## config.mk

```make
export PLATFORM = sky130hd
export DESIGN_NAME = i2c_master
export DESIGN_NICKNAME = d
export VERILOG_FILES = /design/src/rtl/i2c_master.sv
export SDC_FILE = /design/constraint.sdc
export NUM_CORES = 1
export LEC_CHECK = 0
export ABC_AREA = 1
export BUFFER_PORTS_ARGS = -buffer_cell sky130_fd_sc_hd__buf_2
export CORE_MARGIN = 2
export CORE_UTILIZATION = 34
export CTS_CLUSTER_SIZE = 25
export DETAILED_ROUTE_END_ITERATION = 8
export GPL_TIMING_DRIVEN = 0
export MAX_ROUTING_LAYER = met4
export PLACE_DENSITY = 0.61
export REMOVE_ABC_BUFFERS = 1
export SYNTH_ARGS = -nofsm -noshare
export SYNTH_HDL_FRONTEND = slang
export SYNTH_SLANG_ARGS = --single-unit
```

## constraint.sdc

```tcl
create_clock -name clk_i -period 1.56 [get_ports clk_i]
set_input_delay 0.078 -clock clk_i [delete_from_list [all_inputs] [get_ports clk_i]]
set_output_delay 0.078 -clock clk_i [all_outputs]
set_load 0.1 [all_outputs]
```

## src/rtl/i2c_master.sv

```systemverilog
// Single-byte I2C master: START, {addr,rw}, ACK, one data byte, ACK/NACK, STOP.
// Each SCL bit is four quarter periods of CLK_DIV clocks; the slave may stretch SCL in q2/q3.
module i2c_master #(
    parameter int CLK_DIV = 250
) (
    input  logic       clk_i,
    input  logic       rst_ni,
    input  logic       start_i,
    input  logic       rw_i,
    input  logic [6:0] addr_i,
    input  logic [7:0] data_i,
    output logic       busy_o,
    output logic       done_o,
    output logic       nack_o,
    output logic [7:0] data_o,
    input  logic       scl_i,
    output logic       scl_oe_o,
    input  logic       sda_i,
    output logic       sda_oe_o
);

    typedef enum logic [2:0] {
        S_IDLE,
        S_START,
        S_ADDR,
        S_ACK_ADDR,
        S_DATA,
        S_ACK_DATA,
        S_STOP
    } state_t;

    localparam logic [15:0] LP_CNT_LAST = 16'(CLK_DIV - 1);

    state_t      r_state;
    state_t      w_next_state;
    logic [15:0] r_cnt;
    logic [1:0]  r_quarter;
    logic [2:0]  r_bit;
    logic        r_rw;
    logic [6:0]  r_addr;
    logic [7:0]  r_tx;
    logic [7:0]  r_rx;
    logic [7:0]  r_data;
    logic        r_sda_smp;
    logic        r_done;
    logic        r_nack;

    logic        w_active;
    logic        w_stall;
    logic        w_tick;
    logic        w_bit_end;
    logic        w_smp_tick;
    logic        w_accept;
    logic [7:0]  w_addr_byte;

    // The quarter counter freezes while a slave holds SCL low after we released it.
    assign w_active    = (r_state != S_IDLE);
    assign w_stall     = r_quarter[1] && !scl_i;
    assign w_tick      = w_active && !w_stall && (r_cnt == LP_CNT_LAST);
    assign w_bit_end   = w_tick && (r_quarter == 2'd3);
    assign w_smp_tick  = w_tick && (r_quarter == 2'd2);
    assign w_accept    = (r_state == S_IDLE) && start_i;
    assign w_addr_byte = {r_addr, r_rw};

    always_ff @(posedge clk_i or negedge rst_ni) begin
        if (!rst_ni) begin
            r_state <= S_IDLE;
        end else begin
            r_state <= w_next_state;
        end
    end

    always_comb begin
        w_next_state = r_state;
        case (r_state)
            S_IDLE:     if (start_i) w_next_state = S_START;
            S_START:    if (w_bit_end) w_next_state = S_ADDR;
            S_ADDR:     if (w_bit_end && (r_bit == 3'd0)) w_next_state = S_ACK_ADDR;
            S_ACK_ADDR: if (w_bit_end) w_next_state = r_sda_smp ? S_STOP : S_DATA;
            S_DATA:     if (w_bit_end && (r_bit == 3'd0)) w_next_state = S_ACK_DATA;
            S_ACK_DATA: if (w_bit_end) w_next_state = S_STOP;
            S_STOP:     if (w_bit_end) w_next_state = S_IDLE;
            default:    w_next_state = S_IDLE;
        endcase
    end

    always_ff @(posedge clk_i or negedge rst_ni) begin
        if (!rst_ni) begin
            r_cnt     <= 16'd0;
            r_quarter <= 2'd0;
            r_bit     <= 3'd7;
            r_rw      <= 1'b0;
            r_addr    <= 7'd0;
            r_tx      <= 8'd0;
            r_rx      <= 8'd0;
            r_data    <= 8'd0;
            r_sda_smp <= 1'b0;
            r_done    <= 1'b0;
            r_nack    <= 1'b0;
        end else begin
            r_done <= 1'b0;
            if (w_accept) begin
                r_rw   <= rw_i;
                r_addr <= addr_i;
                r_tx   <= data_i;
                r_nack <= 1'b0;
                r_bit  <= 3'd7;
            end
            if (!w_active) begin
                r_cnt     <= 16'd0;
                r_quarter <= 2'd0;
            end else if (w_tick) begin
                r_cnt     <= 16'd0;
                r_quarter <= r_quarter + 2'd1;
            end else if (!w_stall) begin
                r_cnt <= r_cnt + 16'd1;
            end
            if (w_smp_tick) begin
                r_sda_smp <= sda_i;
                if (r_state == S_DATA) begin
                    r_rx <= {r_rx[6:0], sda_i};
                end
            end
            // ACK decisions use the level sampled at the end of q2 of the same bit.
            if (w_bit_end) begin
                case (r_state)
                    S_ADDR, S_DATA: r_bit <= r_bit - 3'd1;
                    S_ACK_ADDR: if (r_sda_smp) r_nack <= 1'b1;
                    S_ACK_DATA: begin
                        if (r_rw) begin
                            r_data <= r_rx;
                        end else if (r_sda_smp) begin
                            r_nack <= 1'b1;
                        end
                    end
                    S_STOP: r_done <= 1'b1;
                    default: ;
                endcase
            end
        end
    end

    always_comb begin
        scl_oe_o = 1'b0;
        sda_oe_o = 1'b0;
        case (r_state)
            S_START: sda_oe_o = r_quarter[1];
            S_ADDR: begin
                scl_oe_o = !r_quarter[1];
                sda_oe_o = !w_addr_byte[r_bit];
            end
            S_ACK_ADDR, S_ACK_DATA: scl_oe_o = !r_quarter[1];
            S_DATA: begin
                scl_oe_o = !r_quarter[1];
                sda_oe_o = !r_rw && !r_tx[r_bit];
            end
            S_STOP: begin
                scl_oe_o = !r_quarter[1];
                sda_oe_o = (r_quarter != 2'd3);
            end
            default: ;
        endcase
    end

    assign busy_o = w_active;
    assign done_o = r_done;
    assign nack_o = r_nack;
    assign data_o = r_data;

endmodule

```

==> impl_metrics.csv, run 1 <==
group,metric,value,unit
power,cellPowerDensity,1310,mW/mm^2
yosys,netlist_area,0.00319,mm^2
yosys,syn_avg_cell_area,8.06,um^2
yosys,ys_async_sr_fraction,1.00,
yosys,ys_seq_area_frac,0.464,
clock_network,cts_root_buf,"clkbuf_8",
clock_network,clk_latency,0.35,ns
yosys,synth_cell_types,35,
final_layout,final_cell_area,0.00447,mm^2
clock_network,htree_levels,3,
final_layout,nFillCells,865,
worst_setup_path,cpMostUsedCell,"nand3_2",
floorplanning,die_x,101,um
sta,worst_pin_slew,0.761,ns
sta,max_freq,548,MHz
power,vdd_drop_max,0.990,mV
drt,drt_wl_total,8000,um
worst_setup_path,critPathCaptureType,"primary output",
yosys,syn-instance-count,396,
outcome,status,"finished with violations",
worst_setup_path,path_buf_inv,2,
floorplanning,die_y,101,um
sta,finalSetupViolations,21,
sta,worst_hold_slack,-0.00527,ns
final_layout,drive_gt1_frac,0.374,
yosys,ys.flop_type,"dfrtp_1",
yosys,yosysWarnings,0,
sta,rsz0062_at_grt,"true",
floorplanning,num_io_pins,34,
drt,drt_iter0_drc,97,
worst_setup_path,crit_required,1.48,ns
worst_setup_path,slowest_delay,0.61,ns
global_route,antenna_found_initial,0,
outcome,violations,"negative hold slack, negative setup slack",
placed_design,post-dp-hpwl,4720,um
global_route,track_usage,0.159,
drt,wl_per_cell,13.4,um
placed_design,gp_congestion,0.853,
drt,vias_per_cell,4.84,
sta,max_slew_margin,0.493,
clock_network,cts_tree,"yes",
drt,drtPass1Iterations,4,
global_route,grt_overflow,0,
worst_setup_path,cp_max_fo,5,
worst_setup_path,crit_arrival,1.75,ns
placed_design,port_buffers,33,
flow_run,max_cap_viol_count,0,
clock_network,clock_sinks,59,
yosys,synth_commonest_cells,"nand2_1 (90), dfrtp_1 (56), nor2_1 (51)",
worst_setup_path,crit_path_top_delay_cell,"dfstp_2",
yosys,ys_seq_elements,59,
clock_network,cts_made_buffers,9,
sta,fin_tns_setup,-1.35,ns
yosys,synth-edff-count,0,
worst_setup_path,startpoint_type,"register",
worst_setup_path,path_class,"register to primary output",
sta,skew,0.00827,ns
global_route,grt_max_degree,60,
yosys,yosysMostFrequentCell,"nand2_1",
sta,slew_viol_final,0,
global_route,grt_pass1_vias,2769,
drt,drc,0,
yosys,synth.largest_area_cell,"dfrtp_1",
placed_design,post_dp_cell_area,0.00345,mm^2
worst_setup_path,critPathTopFamily,"flip-flops",
clock_network,path_clk_slew,0.07,ns
floorplanning,rows,35,
sta,setup_ws,-0.263,ns
sta,min_period_over_period,1.17,
power,p_leak,0.00211,uW
yosys,ys_top_cells_by_area,"dfrtp_1 (44%), nand2_1 (11%), nor2_1 (6.0%)",
floorplanning,dieArea,0.0102,mm^2
drt,num_vias,2882,
sta,period_needed,1.82,ns
final_layout,syn_to_final_growth,40.2,%
worst_setup_path,path_cells,"buf_6 > a21oi_2 > o21ai_1 > nand3_1 > nand2_1 > nand3_2 > nand3_2 > buf_12",
floorplanning,floorplan.initialDensity,0.349,
worst_hold_path,min_path_type,"input port to register",
sta,report.final.hold_viol_count,1,
global_route,grt_first_pass_wirelength,12400,um
drt,ant_nets,0,
final_layout,nNetsFinal,506,
yosys,yosysTopAreaCellShare,0.439,
final_layout,diodes,0,
clock_network,clockBufferDepth,2,
floorplanning,coreArea,0.00915,mm^2
==> sequential cells by signal, summed over array words and instances (netlist names) <==
| name | cells |
|---|---|
| done_o | 1 |
| r_cnt | 16 |
| r_tx | 8 |
| r_quarter | 2 |
| data_o | 8 |
| r_bit | 3 |
| r_rx | 8 |
| nack_o | 1 |
| r_addr | 7 |
| r_rw | 1 |
| r_sda_smp | 1 |
| r_state | 3 |
==> worst paths after layout <==
check | startpoint | endpoint | slack [ns] | cells past startpoint
max in group asynchronous | rst_ni | r_state[2] | 0.67 | 2
setup / recovery | r_bit[0] | sda_oe_o | -0.26 | 8
hold reg to reg | data_o[5] | data_o[5] | 0.47 | 2
min in group asynchronous | rst_ni | data_o[3] | 0.33 | 2
hold / removal | sda_i | r_rx[0] | -0.005 | 3
setup reg to reg | r_bit[0] | r_state[1] | -0.11 | 11
==> stage by stage <==
step / setup slack [ns] / hold slack, ns / std cells / total power, uW / util
2_1_floorplan: -1.17 / -0.218 / 388 / 3290 / -
3_3_place_gp: -0.253 / 0.312 / 532 / 3660 / 0.377
5_1_grt: -0.363 / 0.0133 / 595 / 6170 / 0.489
6_report: -0.263 / -0.00527 / 595 / 5840 / 0.489
4_1_cts: -0.256 / 0.00350 / 580 / 5300 / 0.444
3_5_place_dp: -0.247 / 0.313 / 532 / 3700 / 0.377
==> layer usage <==
layer  GRT usage  up-vias  share of wire
li1            -     1452              -
met1       0.190     1360           0.45
met2       0.261       54           0.50
met3      0.0354       16          0.034
met4      0.0664        0          0.019
met5           -        -              0
==> area by class of cell <==
class,instances,area (um^2),share of cell area
Clock buffer,12,155,0.0347
Timing Repair Buffer,77,626,0.140
Sequential cell,59,1490,0.332
Clock inverter,4,25.0,0.00559
Multi-Input combinational cell,282,1830,0.410
Timing Repair inverter,1,5.00,0.00112
Inverter,49,203,0.0453
Tap cell,111,139,0.0310
==> cell families (layout without fill, tap and decap cells) <==
logic type | Yosys count | after routing | synth area share
AND/OR/NAND/NOR | 204 | 206 | 0.291
flip-flops | 59 | 59 | 0.464
AO/OA/AOI/OAI | 57 | 57 | 0.106
buffers and inverters | 57 | 143 | 0.0729
multiplexers | 9 | 9 | 0.0318
adder cells (fa/ha/maj) | 6 | 6 | 0.0235
XOR/XNOR | 4 | 4 | 0.0110
==> report_power, final <==
part	internal (uW)	switching, uW	total [uW]
registers	1820	234	2060
logic	968	1510	2470
clock network	658	654	1310
==> worst min-delay path: stages <==
cell and delay [ns]:
buf_2 0.10, inv_1 0.08, o21ai_2 0.06
==> cell usage in the layout, fill, tap and decap left out, types with 4 or more instances in the layout <==
master / instances
o21ai_1: 5
nand4_1: 7
o21ai_0: 11
o21ai_2: 11
nor2_2: 6
inv_4: 4
nand2_2: 18
nor3_1: 5
dfrtp_2: 6
mux2_2: 9
a21oi_1: 16
buf_4: 21
buf_6: 6
inv_2: 4
nor2_4: 7
inv_1: 39
dlygate4sd3_1: 17
nand2_1: 65
o211ai_1: 4
clkbuf_8: 11
nand2_8: 5
dfrtp_1: 50
nor2_1: 44
buf_2: 29
nand3_1: 27
nand2_4: 11
==> repair_timing <==
item,in CTS,in global routing
endpoints found under the hold margin,16,56
hold buffers,16,1
pin swaps,10,18
setup buffers,15,11
setup endpoints to repair,44,51
gates resized for setup,40,76
gates cloned,1,3
Note: power is estimated with default switching activity, not from simulation.
==> run 2, diff against run 1 <==
--- a/config.mk
+++ b/config.mk
@@ -8,13 +8,14 @@
 export ABC_AREA = 1
 export BUFFER_PORTS_ARGS = -buffer_cell sky130_fd_sc_hd__buf_2
 export CORE_MARGIN = 2
-export CORE_UTILIZATION = 34
+export CORE_UTILIZATION = 53
 export CTS_CLUSTER_SIZE = 25
 export DETAILED_ROUTE_END_ITERATION = 8
 export GPL_TIMING_DRIVEN = 0
 export MAX_ROUTING_LAYER = met4
-export PLACE_DENSITY = 0.61
+export PLACE_DENSITY = 0.84
 export REMOVE_ABC_BUFFERS = 1
 export SYNTH_ARGS = -nofsm -noshare
 export SYNTH_HDL_FRONTEND = slang
 export SYNTH_SLANG_ARGS = --single-unit
+export TNS_END_PERCENT = 50
==> impl_metrics.csv, run 2 (synthesis results as in run 1) <==
group,metric,value,unit
outcome,status,"finished with violations",
outcome,violations,"negative setup slack",
final_layout,final_common_cell,"nand2_1",
placed_design,gp_congestion,0.901,
drt,vias_per_cell,5.54,
worst_hold_path,holdPathStages,3,
placed_design,post-dp-hpwl,4700,um
worst_hold_path,min_path_type,"input port to register",
power,cellPowerDensity,1310,mW/mm^2
floorplanning,floorplan.initialDensity,0.542,
sta,slew_viol_final,0,
sta,skew,0.0147,ns
global_route,antenna_found_initial,0,
sta,max_slew_margin,0.496,
clock_network,htree_levels,3,
sta,period_needed,1.99,ns
drt,wl_met1,3450,um
worst_hold_path,hold_start,"sda_i",
flow_run,max_cap_viol_count,0,
drt,ant_nets,0,
worst_setup_path,crit_required,1.48,ns
drt,drt_wl_total,8980,um
drt,drtPass1Iterations,9,
sta,finalSetupViolations,33,
final_layout,mostFrequentLayoutCells,"nand2_1 (73), dfrtp_1 (50), nor2_1 (44), inv_1 (40), buf_2 (29)",
global_route,grt_max_degree,60,
clock_network,cts_made_buffers,9,
power,vdd_drop_max,1.03,mV
drt,dr_wl_met2,4610,um
floorplanning,die_x,81.6,um
worst_setup_path,crit_arrival,1.91,ns
drt,drt_iter0_drc,237,
power,p_leak,0.00209,uW
worst_setup_path,startpoint_type,"register",
worst_setup_path,critPathCaptureType,"primary output",
final_layout,diodes,0,
worst_setup_path,path_class,"register to primary output",
drt,dr.max_layer_used,"met4",
global_route,grt_overflow,0,
floorplanning,rows,28,
worst_setup_path,rr_startpoint,"r_cnt[1]",
drt,wl_per_cell,16.1,um
clock_network,cts_root_buf,"clkbuf_8",
placed_design,port_buffers,33,
floorplanning,die_y,81.6,um
worst_setup_path,reg2reg_to,"r_rx[0]",
final_layout,regMostFlops,"r_cnt",
floorplanning,num_io_pins,34,
clock_network,clockBufferDepth,2,
floorplanning,dieArea,0.00666,mm^2
drt,num_vias,3095,
sta,max_freq,504,MHz
clock_network,clock_sinks,59,
worst_setup_path,reg2reg_setup_slack,-0.17,ns
worst_hold_path,whs_endpoint,"r_rx[0]",
global_route,grt_pass1_vias,2778,
final_layout,syn_to_final_growth,37.7,%
worst_setup_path,r2r_cells,11,
drt,drc,0,
final_layout,drive_gt1_frac,0.349,
sta,fin_tns_setup,-2.46,ns
sta,worst_pin_slew,0.756,ns
sta,setup_ws,-0.426,ns
floorplanning,coreArea,0.00589,mm^2
sta,worst_hold_slack,0.00432,ns
clock_network,cts_tree,"yes",
sta,rsz0062_at_grt,"true",
global_route,track_usage,0.257,
worst_setup_path,cp_max_fo,7,
sta,report.final.hold_viol_count,0,
clock_network,path_clk_slew,0.07,ns
final_layout,nNetsFinal,506,
final_layout,largest_register_ffs,16,
global_route,grt_first_pass_wirelength,12700,um
drt,wl_met3,581,um
clock_network,clk_latency,0.35,ns
sta,min_period_over_period,1.27,
[run 2: changes by cell type in the layout (fill, tap and decap cells not counted), sizes merged]
cell         change
dlygate4sd3      -1
buf              +2
clkbuf           -1
[run 2: worst max-delay path, stage by stage, from the launching register on]
cell and delay, ns:
dfstp_2 0.59, inv_2 0.10, a21oi_1 0.18, o21ai_1 0.14
nand2_1 0.10, nand2_1 0.08, nand3_2 0.10, nand3_2 0.10
buf_12 0.18
[run 2: how the worst max path moves through the flow]
stage	startpoint	end	slack, ns	cells past startpoint
6_report	r_bit[1]	sda_oe_o	-0.43	8
4_1_cts	r_bit[0]	sda_oe_o	-0.26	8
3_5_place_dp	r_bit[0]	sda_oe_o	-0.29	7
2_1_floorplan	r_state[2]	scl_oe_o	-1.17	3
3_3_place_gp	r_bit[0]	sda_oe_o	-0.24	7
5_1_grt	r_bit[1]	sda_oe_o	-0.46	8
[run 2: through the flow]
stage | cell area, um^2 | util | total power [uW] | std cells | worst slack, ns
after global routing | 4390 | 0.746 | 6060 | 559 | -0.457
after CTS | 3860 | 0.655 | 5120 | 533 | -0.264
final | 4390 | 0.746 | 5770 | 559 | -0.426
after global placement | 3400 | 0.578 | 3620 | 496 | -0.242
after floorplan | 3140 | - | 3290 | 388 | -1.17
after detailed placement | 3400 | 0.578 | 3690 | 496 | -0.287
[run 2: final cells by class]
type | instances | area [um^2]
flip-flops and latches | 59 | 1490
repair buffers | 78 | 656
clock buffers | 11 | 141
inverters | 49 | 195
clock inverters | 5 | 30.0
well taps | 75 | 93.8
fillers | 402 | 1490
multi-input cells | 282 | 1790
[run 2: layer usage]
| metal | vias to the layer above | global-route usage |
|---|---|---|
| met5 | - | - |
| li1 | 1459 | - |
| met2 | 134 | 0.413 |
| met4 | 0 | 0.0967 |
| met3 | 43 | 0.0725 |
| met1 | 1459 | 0.311 |
[run 2: what timing repair did]
item                       in CTS  in global routing
gates resized for setup        22                 73
gates cloned                    1                  2
pin swaps                       1                 20
hold endpoints to repair       15                 56
setup endpoints to repair      43                 60
hold buffers                   15                  1
buffers inserted                5                 23
[run 2: power by group]
part	switching, uW	internal (uW)
Combinational	1510	922
Clock	645	611
Sequential	261	1820
